## config.mk

```make
export PLATFORM = sky130hd
export DESIGN_NAME = wb_bus_ctrl
export DESIGN_NICKNAME = d
export VERILOG_FILES = /design/src/rtl/soc_map_pkg.sv /design/src/rtl/wb_addr_decode.sv /design/src/rtl/wb_bus_ctrl.sv
export SDC_FILE = /design/constraint.sdc
export NUM_CORES = 1
export LEC_CHECK = 0
export BUFFER_PORTS_ARGS = -buffer_cell sky130_fd_sc_hd__buf_2
export CORE_AREA = 10 10 91 93
export CTS_BUF_LIST = sky130_fd_sc_hd__clkbuf_16
export DETAILED_ROUTE_END_ITERATION = 8
export DIE_AREA = 0 0 101 103
export PLACE_DENSITY_LB_ADDON = 0.3
export SLEW_MARGIN = 40
export SYNTH_ARGS = -nofsm -noshare
export SYNTH_HDL_FRONTEND = slang
export SYNTH_SLANG_ARGS = --single-unit
```

## constraint.sdc

```tcl
create_clock -name clk -period 4.45 [get_ports clk]
set_clock_uncertainty 0.05 [all_clocks]
set_input_delay 0.2225 -clock clk [delete_from_list [all_inputs] [get_ports clk]]
set_output_delay 0.2225 -clock clk [all_outputs]
set_load 0.02 [all_outputs]
```

## src/rtl/soc_map_pkg.sv

```systemverilog
// Shared SoC address map, slave indices, controller state encoding and
// the slave read-data selection helper for the Wishbone bus controller.
package soc_map_pkg;

   localparam int unsigned TIMEOUT_DEFAULT = 255;

   localparam int NUM_SLAVES  = 3;
   localparam int SLV_BOOTROM = 0;
   localparam int SLV_RAM     = 1;
   localparam int SLV_IO      = 2;

   localparam logic [31:0] BOOTROM_BASE = 32'hB000_0000;
   localparam logic [31:0] BOOTROM_MASK = 32'hFFFF_8000;
   localparam logic [31:0] RAM_BASE     = 32'hB000_8000;
   localparam logic [31:0] RAM_MASK     = 32'hFFFF_8000;
   localparam logic [31:0] IO_BASE      = 32'hC000_0000;
   localparam logic [31:0] IO_MASK      = 32'hFFFF_0000;

   typedef enum logic [1:0] {
      ST_IDLE = 2'd0,
      ST_BUSY = 2'd1,
      ST_ERR  = 2'd2
   } state_e;

   // AND-OR mux over the packed slave data bus; sel is one-hot or zero.
   function automatic logic [31:0] slave_word(input logic [32*NUM_SLAVES-1:0] bus,
                                              input logic [NUM_SLAVES-1:0]    sel);
      logic [31:0] w;
      w = '0;
      for (int n = 0; n < NUM_SLAVES; n++) begin
         if (sel[n]) w = w | bus[32*n +: 32];
      end
      return w;
   endfunction

endpackage

```

## src/rtl/wb_addr_decode.sv

```systemverilog
// Combinational address decoder: one-hot slave select plus a mapped flag.
// Writes into the bootrom window are reported as unmapped.
module wb_addr_decode
   import soc_map_pkg::*;
(
   input  logic [31:0]           addr,
   input  logic                  we,
   output logic [NUM_SLAVES-1:0] sel,
   output logic                  mapped
);

   // NOTE: every output of a combinational block gets a default first, so no
   // path through the block can leave it unassigned and infer a latch.
   always_comb begin
      sel              = '0;
      sel[SLV_BOOTROM] = ((addr & BOOTROM_MASK) == BOOTROM_BASE) && !we;
      sel[SLV_RAM]     = ((addr & RAM_MASK) == RAM_BASE);
      sel[SLV_IO]      = ((addr & IO_MASK) == IO_BASE);
      mapped           = |sel;
   end

endmodule

```

## src/rtl/wb_bus_ctrl.sv

```systemverilog
// Single-master Wishbone interconnect: decodes the CPU request to one of three
// slaves, keeps one transaction in flight and reports unmapped or timed-out cycles.
module wb_bus_ctrl
   import soc_map_pkg::*;
#(
   parameter int unsigned TIMEOUT = TIMEOUT_DEFAULT
) (
   input  logic                    clk,
   input  logic                    reset,
   input  logic                    i_wb_cyc,
   input  logic                    i_wb_stb,
   input  logic                    i_wb_we,
   input  logic [31:0]             i_wb_addr,
   input  logic [31:0]             i_wb_data,
   output logic [31:0]             o_wb_data,
   output logic                    o_wb_stall,
   output logic                    o_wb_ack,
   output logic                    o_wb_err,
   output logic [NUM_SLAVES-1:0]   o_s_stb,
   output logic                    o_s_we,
   output logic [15:0]             o_s_addr,
   output logic [31:0]             o_s_data,
   input  logic [32*NUM_SLAVES-1:0] i_s_data,
   input  logic [NUM_SLAVES-1:0]   i_s_stall,
   input  logic [NUM_SLAVES-1:0]   i_s_ack
);

   localparam int CNT_W = ($clog2(TIMEOUT + 1) > 8) ? $clog2(TIMEOUT + 1) : 8;

   state_e                  state_q;
   logic [NUM_SLAVES-1:0]   sel_q;
   logic [CNT_W-1:0]        cnt_q;

   logic [NUM_SLAVES-1:0]   dec_sel;
   logic                    dec_mapped;
   logic                    req;
   logic                    req_stalled;
   logic                    busy_ack;
   logic                    timeout_hit;

   wb_addr_decode u_decode (
      .addr   (i_wb_addr),
      .we     (i_wb_we),
      .sel    (dec_sel),
      .mapped (dec_mapped)
   );

   assign req         = i_wb_cyc & i_wb_stb;
   assign req_stalled = |(i_s_stall & dec_sel);

   // Both completions require the master to still own the cycle; a dropped
   // cyc aborts silently and wins over a coincident ack or timeout.
   assign busy_ack    = (state_q == ST_BUSY) && i_wb_cyc && |(i_s_ack & sel_q);
   assign timeout_hit = (state_q == ST_BUSY) && i_wb_cyc && (cnt_q == CNT_W'(TIMEOUT - 1));

   assign o_s_we   = i_wb_we;
   assign o_s_addr = i_wb_addr[15:0];
   assign o_s_data = i_wb_data;

   always_comb begin
      o_s_stb    = '0;
      o_wb_stall = 1'b1;
      case (state_q)
         ST_IDLE: begin
            o_s_stb    = req ? dec_sel : '0;
            o_wb_stall = req & req_stalled;
         end
         default: o_wb_stall = 1'b1;
      endcase
      o_wb_ack  = busy_ack;
      o_wb_err  = (state_q == ST_ERR) || (timeout_hit && !busy_ack);
      o_wb_data = busy_ack ? slave_word(i_s_data, sel_q) : '0;
   end

   // NOTE: sequential state uses non-blocking assignments only, so every
   // register samples the pre-edge values regardless of statement order.
   always_ff @(posedge clk) begin
      if (reset) begin
         state_q <= ST_IDLE;
         sel_q   <= '0;
         cnt_q   <= '0;
      end else begin
         case (state_q)
            ST_IDLE: begin
               cnt_q <= '0;
               if (req) begin
                  if (!dec_mapped) begin
                     state_q <= ST_ERR;
                  end else if (!req_stalled) begin
                     sel_q   <= dec_sel;
                     state_q <= ST_BUSY;
                  end
               end
            end
            ST_BUSY: begin
               if (!i_wb_cyc || busy_ack || timeout_hit) begin
                  state_q <= ST_IDLE;
                  sel_q   <= '0;
               end else begin
                  cnt_q <= cnt_q + CNT_W'(1);
               end
            end
            ST_ERR:  state_q <= ST_IDLE;
            default: state_q <= ST_IDLE;
         endcase
      end
   end

endmodule
```

==> metrics.csv, run 1 <==
metric,value,unit
status,"complete, no violations",
via_per_inst,5.11,
slew_viol_final,0,
maxCapViolations,0,
grt-ovfl-total,0,
finalWirelength,7580,um
cts_hold_buf,0,
fin_ws,2080,ps
coreArea,0.00657,mm2
synth-edff-count,0,
dieWidth,101,um
tightest_slew,541,ps
synth-compound-area-share,23.9,%
synthCells,229,
grt_max_degree,34,
synth_top_family_by_area,buffers and inverters,
cts_made_buffers,3,
rsz0062_at_grt,no,
yosys.area_share.simple,25.5,%
synth_area_leaders,"buf_4 (22%), a222oi_1 (20%), dfxtp_1 (15%)",
fin_tns_setup,0,ps
max_slew_margin,63.8,%
p_per_area,156,mW/mm2
synth_top_area_cell,buf_4,
cp-start-kind,flop,
syn_to_final_growth,34.3,%
period_share,53.3,%
grt_antenna_before_repair,0,
synthArstFlopShare,0,%
synth_common_cells,"buf_4 (49), nor2_1 (49), a222oi_1 (33)",
grt_pass1_wl,10800,um
grt_pass1_vias,2084,
die-area,0.0104,mm2
drc_errors,0,
p_leak,0.00106,uW
root_buffer,clkbuf_16,
place_congestion,0.780,
stdcell_area,0.00227,mm2
placed_area,0.00219,mm2
fmax,0.421,GHz
post_cts_buffers,0,
io_pins,258,
ant_nets,0,
critPathKind,flop to output port,
total_power,354,uW
portBuffers,163,
drt_first_iter_violations,209,
post-place-ws,2300,ps
drive_gt1_share,53.2,%
yosysSeqAreaShare,15.4,%
peakVddDrop,0.000106,V
insertion_delay,240,ps
ys_ff_latch,13,
diodes,0,
synth_cell_types,39,
worst-path-max-fanout,20,
vias,2111,
synth.avg_cell_area,7.37,um2
yosys.area_share.adder,1.48,%
drtPass1Iterations,5,
cts_tree,built,
synth_flop_cell,dfxtp_1,
clock_path_buffers,2,
rows,30,
worstPathRequired,4180,ps
start_util,25.7,%
clk_pin_slew,40,ps
nNetsFinal,507,
hp-class,primary input to flop,
finalSetupViolCount,0,
yosys_warnings,0,
syn_nets,402,
wl_per_cell,18.4,um
synthXorXnorAreaFrac,3.11,%
htree_levels,1,
synthesis.area,0.00169,mm2
min_period,2370,ps
synth_top_area_share,21.8,%
die-height,103,um
cts_resized,0,
hpwl,6390,um
cts_sinks,13,
grtUsageTotal,12.4,%
setup.worst_path.end_class,output port,
arrival,2100,ps
muxShareOfSynthArea,3.11,%
final_hold_viol_count,0,
## metal layers
layer,global-route usage [%],vias up,routed length (um)
li1,-,1021,-
met1,14.0,927,2860
met2,20.4,149,3650
met3,5.56,14,940
met4,4.50,0,131
met5,0,-,0
## layout by cell type, fill, tap and decap left out, types with 2 or more instances in the layout
cell type	synthesis	final
nand2_1	5	5
nor3_1	5	5
inv_1	5	6
nand3_1	7	7
nor4_1	3	3
nand4_1	2	2
clkbuf_16	0	3
dfxtp_1	13	13
xnor2_1	6	6
nor2_1	49	49
mux2_2	2	2
mux2i_1	3	3
ha_1	2	2
o21ai_0	4	4
buf_2	1	163
buf_4	49	4
nor3b_1	3	3
nand2b_1	3	3
a222oi_1	33	33
## metrics by stage
step                utilization [%]  std cells  hold WS, ps
finish                         34.5        413          208
global route                   34.5        413          235
CTS                            34.5        413          209
detailed placement             33.3        409          395
global placement               33.3        409          395
floorplan                         -        229          323
## flip-flops by register name, indices dropped and copies added, names as in the netlist
register and cells:
cnt_q 8, sel_q 3, state_q 2
## area by class of cell
class / instances / area, um2
multi-input combinational: 144 / 963
clock buffer: 3 / 75.1
tap: 80 / 100
inverter: 5 / 18.8
timing repair buffer: 167 / 846
sequential: 13 / 260
fill: 707 / 4300
clock inverter: 1 / 3.75
## worst paths after layout
path                            from               endpoint  slack [ps]  cells after the start
max reg2reg    cnt_q[1]$_SDFFE_PP0P_  sel_q[1]$_SDFFE_PP0P_        2510                      6
min reg2reg    cnt_q[5]$_SDFFE_PP0P_  cnt_q[5]$_SDFFE_PP0P_         480                      2
max          state_q[0]$_SDFFE_PP0P_          o_wb_data[25]        2080                      5
min                            reset  cnt_q[0]$_SDFFE_PP0P_         210                      2
## power by group
group          leakage [uW]  switching, uW  internal (uW)
Combinational      0.000913           25.7           43.3
Sequential         0.000105          0.638            117
Clock             0.0000423           49.1            118
## logic make-up (layout without fill, tap and decap cells)
| kind of cell | Yosys count | count (layout) |
|---|---|---|
| compound gates | 44 | 44 |
| xor+xnor | 6 | 6 |
| fa+ha+maj | 2 | 2 |
| buf+inv | 72 | 176 |
| flops | 13 | 13 |
| mux | 5 | 5 |
| simple gates | 87 | 87 |
## worst max-delay path, stage by stage, from the launching register on
cell and delay [ps]:
dfxtp_1 440, nor2b_1 290, nand3b_1 440, buf_4 380, nor2_1 130, buf_2 180
No activity file was read; power rests on OpenSTA's default activity.
==> inputs of run 2 (changes only) <==
- ABC_AREA: not set -> 1
- CORE_AREA: 10 10 91 93 -> not set
- CORE_ASPECT_RATIO: not set -> 0.8
- CORE_MARGIN: not set -> 10
- CORE_UTILIZATION: not set -> 33
- DIE_AREA: 0 0 101 103 -> not set
- clock period: 4.45 -> 2.4 ns (I/O delays scaled with it)
==> metrics.csv, run 2 <==
metric,value,unit,change
synthCells,359,,was 229
status,"complete, no violations",,unchanged
cts_made_buffers,3,,unchanged
cts_sinks,13,,unchanged
die-height,89.6,um,was 103 um
synth_cell_types,30,,was 39
swShare,27.0,%,was 21.3%
ant_nets,0,,unchanged
wl_per_cell,15.2,um,was 18.4 um
grtUsageTotal,15.5,%,was 12.4%
synth_top_area_share,25.0,%,was 21.8%
cts_hold_buf,0,,unchanged
drt_first_iter_violations,91,,was 209
synth_common_cells,"nand2_1 (133), buf_4 (49), nor2_1 (38)",,"was buf_4 (49), nor2_1 (49), a222oi_1 (33)"
final_cell_mix,"buf_2 (163), nand2_1 (133), nor2_1 (38)",,"was buf_2 (163), nor2_1 (49), a222oi_1 (33)"
ys_ff_latch,13,,unchanged
routed.top_layer,met4,,unchanged
vias,2532,,was 2111
drive_gt1_share,40.3,%,was 53.2%
largest-register,cnt_q,,unchanged
critPathKind,flop to output port,,unchanged
setup.worst_path.end_class,output port,,unchanged
synth_top_area_cell,nand2_1,,was buf_4
fmax,0.554,GHz,
worstPathRequired,2230,ps,was 4180 ps
peakVddDrop,0.000174,V,was 0.000106 V
grt-ovfl-total,0,,unchanged
cts_tree,built,,unchanged
die-area,0.00959,mm2,was 0.0104 mm2
tightest_slew,371,ps,was 541 ps
synth-edff-count,0,,unchanged
final_hold_viol_count,0,,unchanged
io_pins,258,,unchanged
grt_pass1_vias,2498,,was 2084
root_buffer,clkbuf_16,,unchanged
clockPowerShare,42.8,%,was 47.3%
cts_resized,0,,unchanged
synthArstFlopShare,0,%,unchanged
insertion_delay,240,ps,about the same
drtPass1Iterations,7,,was 5
period_share,75.2,%,
arrival,1640,ps,was 2100 ps
post_cts_buffers,0,,unchanged
p_per_area,284,mW/mm2,was 156 mW/mm2
finalSetupViolCount,0,,unchanged
hp-class,primary input to flop,,unchanged
synth_most_common_cell,nand2_1,,
comb_power_share,26.9,%,was 19.5%
yosys_warnings,0,,unchanged
coreArea,0.00588,mm2,was 0.00657 mm2
final_util,44.2,%,was 34.5%
synth_flop_cell,dfxtp_1,,unchanged
fin_tns_setup,0,ps,unchanged
routed-wl-met2,4210,um,was 3650 um
start_util,34.0,%,was 25.7%
grt_antenna_before_repair,0,,unchanged
clock_path_buffers,2,,unchanged
portBuffers,163,,unchanged
synth_area_leaders,"nand2_1 (25%), buf_4 (18%), dfxtp_1 (13%)",,"was buf_4 (22%), a222oi_1 (20%), dfxtp_1 (15%)"
grt_pass1_wl,12300,um,was 10800 um
synth.avg_cell_area,5.57,um2,was 7.37 um2
wl_met3,703,um,was 940 um
rsz0062_at_grt,no,,unchanged
largest_reg_flops,8,,unchanged
maxCapViolations,0,,unchanged
wl_met1,3260,um,was 2860 um
diodes,0,,unchanged
mostFrequentLayoutCell,buf_2,,unchanged
total_power,736,uW,was 354 uW
syn_to_final_growth,30.0,%,was 34.3%
clk_pin_slew,50,ps,was 40 ps
finalWirelength,8310,um,was 7580 um
nNetsFinal,640,,was 507
seq_power_share,30.2,%,was 33.2%
hpwl,6980,um,was 6390 um
syn_nets,532,,was 402
p_leak,0.00125,uW,was 0.00106 uW
drc_errors,0,,unchanged
reg_top3,"cnt_q: 8 flops, sel_q: 3 flops, state_q: 2 flops",,unchanged
dieWidth,107,um,was 101 um
fillers,669,,was 707
grt_max_degree,34,,unchanged
cp-start-kind,flop,,unchanged
synthesis.area,0.00200,mm2,was 0.00169 mm2
reg2reg_slack,840,ps,was 2510 ps
slew_viol_final,0,,unchanged
place_congestion,0.843,,was 0.780
min_period,1810,ps,
htree_levels,1,,unchanged
worst-path-max-fanout,33,,was 20
p_int,538,uW,was 279 uW
via_per_inst,4.63,,was 5.11
p_sw,199,uW,was 75.4 uW
rows,25,,was 30
max_slew_margin,75.2,%,was 63.8%
yosysSeqAreaShare,13.0,%,was 15.4%
run 2: changes by cell type in the layout (fill, tap and decap cells not counted), moves of 8 or more:
| cell | before | now |
|---|---|---|
| nand3_1 | 7 | 15 |
| a31oi_1 | 1 | 32 |
| nand2_1 | 5 | 133 |
| a222oi_1 | 33 | 0 |
| nor2_1 | 49 | 38 |
| inv_1 | 6 | 21 |
run 2: area by class of cell:
type                       count  area, um2  share of cell area [%]
multi-input combinational    259       1220                    47.1
timing repair buffer         167        846                    32.6
sequential                    13        260                    10.0
tap                           81        101                    3.90
inverter                      23       87.6                    3.37
clock buffer                   3       75.1                    2.89
clock inverter                 1       5.00                   0.193
run 2: stage by stage:
step	instances	hold WS [ps]	worst slack [ps]	cell area, um2
floorplan	359	139	902	2000
global placement	543	190	826	2520
detailed placement	543	190	824	2520
CTS	547	71.4	542	2600
global route	547	98.9	465	2600
finish	547	74.3	594	2600
run 2: power groups by stage:
| stage | logic, uW | registers, uW | clock network, uW |
|---|---|---|---|
| 2_1_floorplan | 192 | 225 | 0 |
| 3_3_place_gp | 196 | 227 | 0 |
| 3_5_place_dp | 199 | 227 | 0 |
| 4_1_cts | 199 | 222 | 325 |
| 5_1_grt | 225 | 222 | 333 |
| 6_report | 198 | 222 | 316 |
run 2: layer usage:
| metal | GRT usage [%] | up-vias |
|---|---|---|
| li1 | - | 1324 |
| met1 | 17.8 | 1082 |
| met2 | 26.4 | 106 |
| met3 | 6.49 | 20 |
| met4 | 3.80 | 0 |
| met5 | 0 | - |
run 2: cell families (layout without fill, tap and decap cells):
| kind of cell | Yosys count | in the layout | share of synthesized area, % |
|---|---|---|---|
| flip-flops | 13 | 13 | 13.0 |
| XOR/XNOR | 2 | 2 | 0.877 |
| adder cells (fa/ha/maj) | 2 | 2 | 1.25 |
| AND/OR/NAND/NOR | 212 | 212 | 46.1 |
| AO/OA/AOI/OAI | 43 | 43 | 13.0 |
| buffers and inverters | 87 | 194 | 25.8 |
run 2: path summary, 6_finish.rpt:
check                          end               startpoint  depth (start not counted)
max                   o_wb_data[4]  state_q[0]$_SDFFE_PP0P_                          8
min          cnt_q[7]$_SDFFE_PP0P_                    reset                          2
max reg2reg  cnt_q[3]$_SDFFE_PP0P_    cnt_q[0]$_SDFFE_PP0P_                         10
min reg2reg  cnt_q[4]$_SDFFE_PP0P_    cnt_q[4]$_SDFFE_PP0P_                          2
run 2: worst max-delay path: stages, from the launching register on:
cell,delay (ps)
dfxtp_1,360
inv_2,60
nor2_4,150
nand2_4,70
clkinv_2,60
nand2_1,40
buf_4,240
a31oi_1,200
buf_2,200
